[config.mk]
export PLATFORM = sky130hd
export DESIGN_NAME = hazard_stall_unit
export DESIGN_NICKNAME = d
export VERILOG_FILES = /design/src/rtl/hazard_stall_unit.sv
export SDC_FILE = /design/constraint.sdc
export NUM_CORES = 1
export LEC_CHECK = 0
export ABC_AREA = 0
export BUFFER_PORTS_ARGS = -buffer_cell sky130_fd_sc_hd__buf_2
export CAP_MARGIN = 20
export CORE_MARGIN = 10
export CORE_UTILIZATION = 44
export CTS_CLUSTER_DIAMETER = 150
export DETAILED_ROUTE_END_ITERATION = 8
export PLACE_DENSITY = 0.84
export SYNTH_ARGS = -nofsm -noshare
export SYNTH_HDL_FRONTEND = slang
export SYNTH_HIERARCHICAL = 1
export SYNTH_SLANG_ARGS = --single-unit
[constraint.sdc]
create_clock -name clk -period 2.68 [get_ports clk]
set_input_delay 0.536 -clock clk [delete_from_list [all_inputs] [get_ports clk]]
set_output_delay 0.536 -clock clk [all_outputs]
set_load 0.005 [all_outputs]
[src/rtl/hazard_stall_unit.sv]
// Decode-stage stall detector: register hazards against NSTG downstream stages plus an MDU busy tracker.
// Optional stall performance counters are built when HAZARD_STALL_PERF_EN is defined.

module hazard_stage_cmp #(
  parameter int RW = 5,
  parameter int TW = 3
) (
  input  logic [RW-1:0] rs,
  input  logic [RW-1:0] rt,
  input  logic [TW-1:0] tuse_rs,
  input  logic [TW-1:0] tuse_rt,
  input  logic [RW-1:0] dst,
  input  logic [TW-1:0] tnew,
  output logic          hit
);
  logic hit_rs, hit_rt;

  // An all-ones Tuse can never be below a TW-wide Tnew, so unused sources drop out naturally.
  assign hit_rs = (rs != '0) && (rs == dst) && (tuse_rs < tnew);
  assign hit_rt = (rt != '0) && (rt == dst) && (tuse_rt < tnew);
  assign hit    = hit_rs | hit_rt;
endmodule

module hazard_stall_unit #(
  parameter int NSTG        = 2,
  parameter int RW          = 5,
  parameter int TW          = 3,
  parameter int MULT_CYCLES = 5,
  parameter int DIV_CYCLES  = 10
) (
  input  logic               clk,
  input  logic               rst_n,
  input  logic [RW-1:0]      D_rs,
  input  logic [RW-1:0]      D_rt,
  input  logic [TW-1:0]      D_tuse_rs,
  input  logic [TW-1:0]      D_tuse_rt,
  input  logic               D_md_use,
  input  logic [NSTG*RW-1:0] stg_dst,
  input  logic [NSTG*TW-1:0] stg_tnew,
  input  logic               md_start,
  input  logic               md_is_div,
  output logic               stall,
  output logic               E_flush,
  output logic               md_busy
`ifdef HAZARD_STALL_PERF_EN
  ,
  output logic [31:0]        stall_cycles,
  output logic [31:0]        md_stall_cycles
`endif
);
  localparam int CW = $clog2(DIV_CYCLES + 1);
  localparam logic [CW-1:0] MULT_LOAD = CW'(MULT_CYCLES - 1);
  localparam logic [CW-1:0] DIV_LOAD  = CW'(DIV_CYCLES - 1);

  logic [NSTG-1:0] hit;
  logic            reg_stall;
  logic            md_stall;
  logic [CW-1:0]   cnt;

  for (genvar i = 0; i < NSTG; i++) begin : g_stg
    hazard_stage_cmp #(.RW(RW), .TW(TW)) u_cmp (
      .rs      (D_rs),
      .rt      (D_rt),
      .tuse_rs (D_tuse_rs),
      .tuse_rt (D_tuse_rt),
      .dst     (stg_dst[i*RW +: RW]),
      .tnew    (stg_tnew[i*TW +: TW]),
      .hit     (hit[i])
    );
  end

  assign reg_stall = |hit;

  // The start cycle itself counts as busy, so the counter only covers the remaining cycles.
  always_ff @(posedge clk or negedge rst_n) begin
    if (!rst_n)          cnt <= '0;
    else if (md_start)   cnt <= md_is_div ? DIV_LOAD : MULT_LOAD;
    else if (cnt != '0)  cnt <= cnt - 1'b1;
  end

  assign md_busy  = md_start | (cnt != '0);
  assign md_stall = D_md_use & md_busy;
  assign stall    = reg_stall | md_stall;
  assign E_flush  = stall;

`ifdef HAZARD_STALL_PERF_EN
  always_ff @(posedge clk or negedge rst_n) begin
    if (!rst_n) begin
      stall_cycles    <= '0;
      md_stall_cycles <= '0;
    end else begin
      if (stall)    stall_cycles    <= stall_cycles + 32'd1;
      if (md_stall) md_stall_cycles <= md_stall_cycles + 32'd1;
    end
  end
`endif
endmodule

==> reports/metrics.cfg <==
[die]
fp.dieH_um = 61.3
die_w_um = 61.3
initial_core_util_pct = 48.1
num_rows = 14
num_io_pins = 40
dieArea_um2 = 3750
coreArea_um2 = 1560

[grt]
met1_usage_pct = 11.6
grt_max_degree = 9
grt_use_met2_pct = 21.4
first_global_vias = 834
grt_overflow = 0
grt_pass1_wl_mm = 3.31
antenna_found_initial = 0
use_met3_pct = 1.85
busiest_layer = met2
grtUsageTotal_pct = 11.5

[drt]
ant_nets = 0
wl_per_cell_um = 15.3
drt_iter0_markers = 26
firstDrtPassIters = 5
via_per_inst = 5.62
routed_wl_mm = 2.16
drcViolationCount = 0
num_vias = 793

[logic_synthesis]
ys_ff_latch = 4
synth_flop_cell = dfrtp_1
synth.most_common_cell = xnor2_1
synth_edf_count = 0
syn_avg_cell_area_um2 = 8.82
yosysWarnings = 6
yosysTopAreaCell = ha_1
synthesis.nets = 132
yosysUniqueCellTypes = 25
seq_area_frac_synth_pct = 13.4
synthCells = 85
synth_area_um2 = 749
yosys-top-cells-count = xnor2_1, ha_1, inv_1
synth_top_area_share_pct = 16.7
async_flop_share_pct = 100
synth.area.top_cells = ha_1, xnor2_1, dfrtp_1

[timing]
post-route-min-period_ps = 2480
slew-limit-headroom_pct = 75.0
setup_slack_ps = 197
grt_setup_unrepaired = no
finalClockSkew_ps = 4.28
tns_ps = 0
tightest_slew_ps = 370
hold_viol = 0
clock.fmax_mhz = 403
drv_slew = 0
fin_crit_sh_pct = 92.6
setup_violations = 0

[clock_network]
clkTransAtPathRegs_ps = 40
cts_tree = done
post_cts_buffers = 0
cts_sinks = 4
cts_hold_buffers = 0
clock_path_buffers = 2
root_buffer = clkbuf_4
htreeDepth = 1
cts_resized = 0
clk_latency_ps = 230
cts_buffers = 3

[layout]
drive_above_1_share_pct = 36.8
largest_reg_flops = 4
finalNetCount = 174
finish.utilization_pct = 62.5
reg_top3 = cnt: 4 flops
largest-register = cnt
diodes = 0
syn_to_final_growth_pct = 30.1

[worst_setup_path]
worstPathMaxFanout = 5
crit_arrival_ps = 1950
cp-end-kind = output pin
cp-start-kind = flip-flop
crit_type = reg2out
worstPathRequired_ps = 2140

[placed_design]
hpwl_mm = 1.95
dp_slack_ps = 221
gp_congestion = 0.790
io_buffers = 39

[worst_hold_path]
hold_class = in2async

[power_and_ir_drop]
p_per_area_nw_per_um2 = 353
ir_drop_uv = 139
leakage_nw = 0.497

[run_status]
status = finished clean

[flow_run]
drv_cap = 0

[worst max-delay path, cell delays in order (launching register included)]
cell,delay [ps]
dfrtp_1,400
inv_1,90
ha_1,160
or4b_1,560
a211o_1,360
buf_2,140
[per-stage QoR]
step	power (mW)	hold slack (ps)	instance area, um2	cells
after floorplan	0.204	240	749	85
after global placement	0.262	339	952	138
after CTS	0.349	92.8	975	141
final	0.344	97.8	975	141
after detailed placement	0.273	341	952	138
after global routing	0.372	102	975	141
[final timing paths]
kind	slack, ps	startpoint	to	cells after the start
worst min-delay path	100	rst_n	cnt[0]	1
min in group clk	500	md_is_div	cnt[2]	2
worst max register to register	1010	cnt[0]	cnt[1]	4
worst max-delay path	200	cnt[0]	E_flush	5
max in group asynchronous	2460	rst_n	cnt[2]	1
worst min register to register	570	cnt[1]	cnt[1]	1
[placed cells by master (no fill, tap or decap)]
| master | instances |
|---|---|
| o21ai_1 | 1 |
| nand3_1 | 4 |
| nor4_1 | 2 |
| or4b_1 | 1 |
| o41ai_1 | 2 |
| a21o_1 | 6 |
| a22o_1 | 2 |
| xor2_1 | 5 |
| a22oi_1 | 2 |
| clkbuf_4 | 3 |
| nor3_1 | 6 |
| a211o_1 | 1 |
| a2111oi_4 | 2 |
| xnor2_1 | 12 |
| o311ai_0 | 1 |
| mux2_4 | 2 |
| o21ai_0 | 1 |
| inv_1 | 7 |
| dfrtp_1 | 4 |
| nand2b_1 | 4 |
| buf_2 | 39 |
| ha_1 | 10 |
| nand2_1 | 4 |
| nor2_1 | 3 |
| a21oi_1 | 1 |
[routing by layer]
| metal | share of wire [%] | wire length, um |
|---|---|---|
| met1 | 38 | 823 |
| met2 | 50 | 1070 |
| met3 | 8.6 | 185 |
| met4 | 3.4 | 73 |
| met5 | 0 | 0 |
[cell families after synthesis]
logic type / after synthesis / share of synthesized area (%)
AOI/OAI and AO/OA: 19 / 24.4
xor gates and xnor gates: 17 / 19.9
adders and majority gates: 10 / 16.7
buffers and inverters: 9 / 5.18
DFF: 4 / 13.4
muxes: 2 / 4.01
and+or+nand+nor: 24 / 16.5
[where the power goes]
part / total [mW] / leakage (nW) / switching, mW / internal (mW)
Clock: 0.0724 / 0.0138 / 0.0224 / 0.0499
Combinational: 0.179 / 0.434 / 0.0873 / 0.0921
Sequential: 0.0925 / 0.0484 / 0.0159 / 0.0766
Total: 0.344 / 0.497 / 0.126 / 0.219
[layout make-up]
class / instances / area, um2
Clock buffer: 3 / 22.5
Fill cell: 147 / 584
Inverter: 7 / 26.3
Multi-Input combinational cell: 72 / 611
Sequential cell: 4 / 100
Tap cell: 16 / 20.0
Timing Repair Buffer: 39 / 195
No activity file was read; power rests on OpenSTA's default activity.
